### src/rtl/cpu_bus_pkg.sv
// Shared types and constants for the 8088 bus-cycle front end.
// Holds the cycle state encoding, wait-counter width and strobe levels.
package cpu_bus_pkg;

  typedef enum logic [1:0] {
    IDLE = 2'd0,
    ADDR = 2'd1,
    CMD  = 2'd2
  } bus_state_t;

  localparam int WAIT_W = 4;

  localparam logic STROBE_OFF = 1'b1;
  localparam logic STROBE_ON  = 1'b0;

endpackage

### src/rtl/bus_wait_timer.sv
// Wait-state down-counter: loadable, decrements on request, saturates at zero.
// 'last' flags the final wait cycle so READY can be registered high on time.
module bus_wait_timer
  import cpu_bus_pkg::*;
(
  input  logic              clk,
  input  logic              rst,
  input  logic              load,
  input  logic [WAIT_W-1:0] load_val,
  input  logic              dec_en,
  output logic [WAIT_W-1:0] cnt,
  output logic              last
);

  logic [WAIT_W-1:0] cnt_q;
  logic [WAIT_W-1:0] cnt_d;

  always_comb begin
    cnt_d = cnt_q;
    if (load) begin
      cnt_d = load_val;
    end else if (dec_en && (cnt_q != '0)) begin
      cnt_d = cnt_q - WAIT_W'(1);
    end
  end

  always_ff @(posedge clk) begin
    if (rst) begin
      cnt_q <= '0;
    end else begin
      cnt_q <= cnt_d;
    end
  end

  assign cnt  = cnt_q;
  assign last = (cnt_q <= WAIT_W'(1));

endmodule

### src/rtl/cpu_bus_ctrl.sv
// 8088 bus-cycle front end: latches the muxed address on ALE, registers the
// strobes and write data onto the system bus, and holds READY low for wait states.
module cpu_bus_ctrl
  import cpu_bus_pkg::*;
#(
  parameter int MEM_WAIT = 0,
  parameter int IO_WAIT  = 2
) (
  input  logic        clk,
  input  logic        rst,
  input  logic        cpu_ale,
  input  logic [7:0]  cpu_ad,
  input  logic [11:0] cpu_a_hi,
  input  logic        cpu_iom,
  input  logic        cpu_rd_n,
  input  logic        cpu_wr_n,
  input  logic        cpu_inta_n,
  output logic        cpu_ready,
  output logic [7:0]  cpu_rd_data,
  output logic [19:0] bus_addr,
  output logic        bus_iom,
  output logic        bus_rd_n,
  output logic        bus_wr_n,
  output logic        bus_inta_n,
  output logic [7:0]  bus_dout,
  input  logic [7:0]  bus_din,
  output logic        bus_err,
  output logic [1:0]  dbg_state,
  output logic [3:0]  dbg_wait_cnt
);

  if ((MEM_WAIT < 0) || (MEM_WAIT > 15) || (IO_WAIT < 0) || (IO_WAIT > 15)) begin : g_param_check
    $error("cpu_bus_ctrl: MEM_WAIT and IO_WAIT must be within 0..15");
  end

  localparam logic [WAIT_W-1:0] MEM_W = WAIT_W'(MEM_WAIT);
  localparam logic [WAIT_W-1:0] IO_W  = WAIT_W'(IO_WAIT);

  bus_state_t        state_q, state_d;
  logic [19:0]       addr_q, addr_d;
  logic              iom_q, iom_d;
  logic [7:0]        dout_q, dout_d;
  logic              rd_n_q, rd_n_d;
  logic              wr_n_q, wr_n_d;
  logic              inta_n_q, inta_n_d;
  logic              ready_q, ready_d;
  logic [7:0]        rd_data_q, rd_data_d;
  logic              err_q, err_d;

  logic              timer_load;
  logic [WAIT_W-1:0] timer_val;
  logic              timer_dec;
  logic [WAIT_W-1:0] timer_cnt;
  logic              timer_last;

  // Active-high view of the CPU strobes, ordered {rd, wr, inta}.
  logic [2:0] strb_act;
  logic       strb_any;
  logic       strb_multi;

  assign strb_act   = {~cpu_rd_n, ~cpu_wr_n, ~cpu_inta_n};
  assign strb_any   = (strb_act != 3'b000);
  assign strb_multi = ((strb_act & (strb_act - 3'd1)) != 3'b000);

  always_comb begin
    state_d    = state_q;
    addr_d     = addr_q;
    iom_d      = iom_q;
    dout_d     = dout_q;
    rd_n_d     = rd_n_q;
    wr_n_d     = wr_n_q;
    inta_n_d   = inta_n_q;
    ready_d    = ready_q;
    rd_data_d  = rd_data_q;
    err_d      = err_q;
    timer_load = 1'b0;
    timer_val  = MEM_W;
    timer_dec  = 1'b0;

    unique case (state_q)
      IDLE: begin
        if (cpu_ale) begin
          addr_d  = {cpu_a_hi, cpu_ad};
          iom_d   = cpu_iom;
          state_d = ADDR;
        end
      end

      ADDR: begin
        if (cpu_ale) begin
          addr_d = {cpu_a_hi, cpu_ad};
          iom_d  = cpu_iom;
        end else if (strb_multi) begin
          err_d   = 1'b1;
          state_d = IDLE;
        end else if (strb_any) begin
          rd_n_d     = cpu_rd_n;
          wr_n_d     = cpu_wr_n;
          inta_n_d   = cpu_inta_n;
          if (!cpu_wr_n) begin
            dout_d = cpu_ad;
          end
          // INTA is timed like an I/O cycle whatever IO/M says.
          timer_val  = (iom_q || !cpu_inta_n) ? IO_W : MEM_W;
          timer_load = 1'b1;
          ready_d    = (timer_val == '0);
          state_d    = CMD;
        end
      end

      CMD: begin
        timer_dec = 1'b1;
        if (!rd_n_q || !inta_n_q) begin
          rd_data_d = bus_din;
        end
        if (cpu_ale || !strb_any) begin
          err_d    = err_q | cpu_ale;
          rd_n_d   = STROBE_OFF;
          wr_n_d   = STROBE_OFF;
          inta_n_d = STROBE_OFF;
          ready_d  = 1'b1;
          state_d  = IDLE;
        end else begin
          ready_d = timer_last;
        end
      end

      default: begin
        state_d = IDLE;
      end
    endcase
  end

  always_ff @(posedge clk) begin
    if (rst) begin
      state_q   <= IDLE;
      addr_q    <= '0;
      iom_q     <= 1'b0;
      dout_q    <= '0;
      rd_n_q    <= STROBE_OFF;
      wr_n_q    <= STROBE_OFF;
      inta_n_q  <= STROBE_OFF;
      ready_q   <= 1'b1;
      rd_data_q <= '0;
      err_q     <= 1'b0;
    end else begin
      state_q   <= state_d;
      addr_q    <= addr_d;
      iom_q     <= iom_d;
      dout_q    <= dout_d;
      rd_n_q    <= rd_n_d;
      wr_n_q    <= wr_n_d;
      inta_n_q  <= inta_n_d;
      ready_q   <= ready_d;
      rd_data_q <= rd_data_d;
      err_q     <= err_d;
    end
  end

  bus_wait_timer u_wait_timer (
    .clk      (clk),
    .rst      (rst),
    .load     (timer_load),
    .load_val (timer_val),
    .dec_en   (timer_dec),
    .cnt      (timer_cnt),
    .last     (timer_last)
  );

  assign cpu_ready    = ready_q;
  assign cpu_rd_data  = rd_data_q;
  assign bus_addr     = addr_q;
  assign bus_iom      = iom_q;
  assign bus_rd_n     = rd_n_q;
  assign bus_wr_n     = wr_n_q;
  assign bus_inta_n   = inta_n_q;
  assign bus_dout     = dout_q;
  assign bus_err      = err_q;
  assign dbg_state    = state_q;
  assign dbg_wait_cnt = timer_cnt;

endmodule

### config.mk
export PLATFORM = sky130hd
export DESIGN_NAME = cpu_bus_ctrl
export DESIGN_NICKNAME = d
export VERILOG_FILES = /design/src/rtl/cpu_bus_pkg.sv /design/src/rtl/bus_wait_timer.sv /design/src/rtl/cpu_bus_ctrl.sv
export SDC_FILE = /design/constraint.sdc
export NUM_CORES = 1
export LEC_CHECK = 0
export CAP_MARGIN = 20
export CORE_MARGIN = 5
export CORE_UTILIZATION = 40
export DETAILED_ROUTE_END_ITERATION = 7
export GPL_ROUTABILITY_DRIVEN = 1
export PLACE_DENSITY = 0.88
export SLEW_MARGIN = 10
export SYNTH_ARGS = -nofsm -noshare
export SYNTH_HDL_FRONTEND = slang
export SYNTH_SLANG_ARGS = --single-unit
### constraint.sdc
create_clock -name clk -period 3.2 [get_ports clk]
set_clock_uncertainty 0.2 [all_clocks]
set_input_delay 0.64 -clock clk [delete_from_list [all_inputs] [get_ports clk]]
set_output_delay 0.64 -clock clk [all_outputs]
set_load 0.02 [all_outputs]
==> impl_results.md <==
* Die W at a little under 80 um
* Num CTS Buffers at 5
* Pin count of the biggest net entering global routing at 30
* Vias post-DR at between 1500 and 2000
* Cell internal pwr at approximately 0.00094 W
* Final WS setup at around 0.80 ns
* Final Slew Violations at 0
* Post-CTS Resized at 0
* Post-synth top area share at 0.513
* Port Buffer Count at between 80 and 90
* Rows at 24
* Vias in the first global route at around 1700
* ANT nets after route at 0
* Initial DRT Pass Iterations at 4
* Worst-margin pin slew at 0.828 ns
* Worst-Skew Late Latency at around 0.30 ns
* NetSw at 0.000290 W
* Setup Fix Bufs, Post-CTS at 0
* Sequential share of power at 0.511
* Root Buffer: clkbuf_8
* I/O pins at 83
* Synthesized cell area at about 1900 um^2
* Lkg Pwr at between 1 and 1.5 nW
* DP HPWL at around 3600 um
* Initial antenna violation count at 0
* Final Setup Violations at 0
* Sw frac at 0.236
* Register area share after synthesis at 0.513
* Syn-to-layout area delta at 50.9%
* Area leader, netlist: dfxtp_1
* Final period utilization at 0.749
* Critical path endpoint category: flip-flop
* Layout cell share with drive strength beyond 1 at 0.0528
* Combinational power share at 0.143
* Total GRT Usage at 0.163
* Synth Area per Inst at ~8.4 um^2
* Number of diodes at 0
* Clock Sink Count at 48
* Min-Delay Path Class: reg2reg
* Crit path required time at between 3 and 4 ns
* Hold WS at 0.257 ns
* First-pass GRT wire length at between 8000 and 9000 um
* # DRC at 0
* Gr ovfl total at 0
* GP Congestion at approximately 0.83
* Power Density at ~430 nW/um^2
* Kind of critical path: in2reg
* Detailed-route wire length per cell at 13.8 um
* Data arrival time of the critical path at between 2 and 2.5 ns
* Top fanout value on the critical path at 8
* CTS tree: done
* Post-synth cell types at 31
* Initial Util at 0.421
* MaxCap Viol Count at 0
* Peak supply drop at between 0.2 and 0.3 mV
* Vias per inst at around 5.0
* FF+latch count, synth at 48
* Cells after Synth at around 220
* Die area at approximately 6100 um^2
* Cts hold-fix bufs at 0
* Outcome: finished, final reports clean
* Core Footprint at between 4000 and 5000 um^2
* CTS clk-pin slew, worst paths at ~0.090 ns
* Max clock buf depth at 2
* Synthesized net count at ~260
* Die H at slightly below 80 um
* NumNets Final at 340
* CP Launch Type: input pin
* RSZ-0062 raised after global routing: false
* Fin util at 0.636
* Fin Setup TNS at 0 ns
* 1st-iter DRT viols at 53
* Drt total wl at between 4000 and 5000 um
* Maximum clock frequency at ~420 MHz
* Synth warn at 0
* Final hold vios at 0
* Max-slew headroom at 0.448
* Tmin final at between 2 and 2.5 ns
* Synth top area cells: dfxtp_1 (51%), nand2_1 (12%), a21oi_1 (11%)
* Part of the power in the clock network at 0.346
* Place WS at between 0.4 and 0.5 ns
* H-tree lvl count at 2
* Power, Total at between 0.001 and 0.0015 W
layer usage:
layer	vias up	global-route usage	part of all wire
li1	898	-	-
met1	815	0.187	0.42
met2	48	0.280	0.50
met3	8	0.0618	0.074
met4	0	0.0542	0.014
met5	-	0	0
per-stage QoR:
stage / instances / instance area [um^2]
after floorplan: 224 / 1870
after global routing: 355 / 2830
after global placement: 347 / 2720
after CTS: 355 / 2830
final: 355 / 2830
after detailed placement: 347 / 2720
layout make-up:
class,instances,area [um^2]
sequential,48,961
clock buffer,6,72.6
tap,52,65.1
timing repair buffer,84,831
multi-input combinational,160,850
fill,393,1620
clock inverter,2,35.0
inverter,3,11.3
cells by family after synthesis:
group                      share of synthesized area
and+or+nand+nor                                0.219
adders and majority gates                     0.0201
buffers and inverters                         0.0328
xor gates and xnor gates                      0.0187
AOI/OAI and AO/OA                              0.153
DFF                                            0.513
muxes                                         0.0428
cell usage after synthesis:
master     n
a211o_1    1
a21boi_1   1
a21o_1     1
a21oi_1   40
a221oi_2   1
a311o_1    1
a31o_2     1
a41oi_1    1
buf_1      2
buf_2      1
clkbuf_1  10
dfxtp_1   48
ha_1       3
inv_1      3
mux2i_1    8
nand2_1   61
nand2b_1   3
nand3_1    3
nor2_1    17
nor2b_1    2
nor3_1     2
nor3_4     1
nor4_1     3
o211ai_1   1
o21ai_0    1
o21bai_1   1
or2_2      1
or3b_2     1
or3b_4     1
xnor2_1    2
xor2_1     2
path summary, 6_finish.rpt:
check / startpoint / endpoint / depth (start not counted) / slack, ns
min: cpu_rd_data[3]$_SDFFE_PP0P_ / cpu_rd_data[3]$_SDFFE_PP0P_ / 2 / 0.26
min reg2reg: cpu_rd_data[3]$_SDFFE_PP0P_ / cpu_rd_data[3]$_SDFFE_PP0P_ / 2 / 0.26
max: cpu_ale / bus_dout[5]$_SDFFE_PP0P_ / 5 / 0.80
max reg2reg: dbg_state[0]$_SDFFE_PP0P_ / bus_dout[5]$_SDFFE_PP0P_ / 4 / 1.25
registers in the layout, summed over array words and instances (netlist names):
signal and flops:
bus_inta_n 1, bus_wr_n 1, bus_addr 20, dbg_state 2, bus_err 1, bus_dout 8
cpu_ready 1, bus_iom 1, cpu_rd_data 8, u_wait_timer.cnt 4, bus_rd_n 1
worst max-delay path, stage by stage:
cell and delay, ns:
clkdlybuf4s50_1 0.49, or3b_4 0.44, nor3_4 0.49, mux2i_1 0.25, nor2_1 0.05
placed cells by master, fill, tap and decap left out, types with 2 or more instances in the layout:
cell / synthesis / routed
buf_4: 0 / 2
clkbuf_8: 0 / 5
nor2b_1: 2 / 2
a21oi_1: 40 / 40
xnor2_1: 2 / 2
mux2i_1: 8 / 8
nand3_1: 3 / 3
nand2b_1: 3 / 3
nand2_1: 61 / 61
nor2_1: 17 / 17
dfxtp_1: 48 / 48
xor2_1: 2 / 2
nor4_1: 3 / 3
inv_1: 3 / 3
ha_1: 3 / 3
clkdlybuf4s50_1: 0 / 81
nor3_1: 2 / 2
power by group through the flow:
stage	Clock [W]	Sequential [W]	Combinational [W]
floorplan	0	0.000666	0.0000561
global placement	0	0.000641	0.000173
detailed placement	0	0.000642	0.000176
CTS	0.000441	0.000628	0.000177
global route	0.000463	0.000631	0.000189
finish	0.000425	0.000628	0.000175
Note: power is estimated with default switching activity, not from simulation.
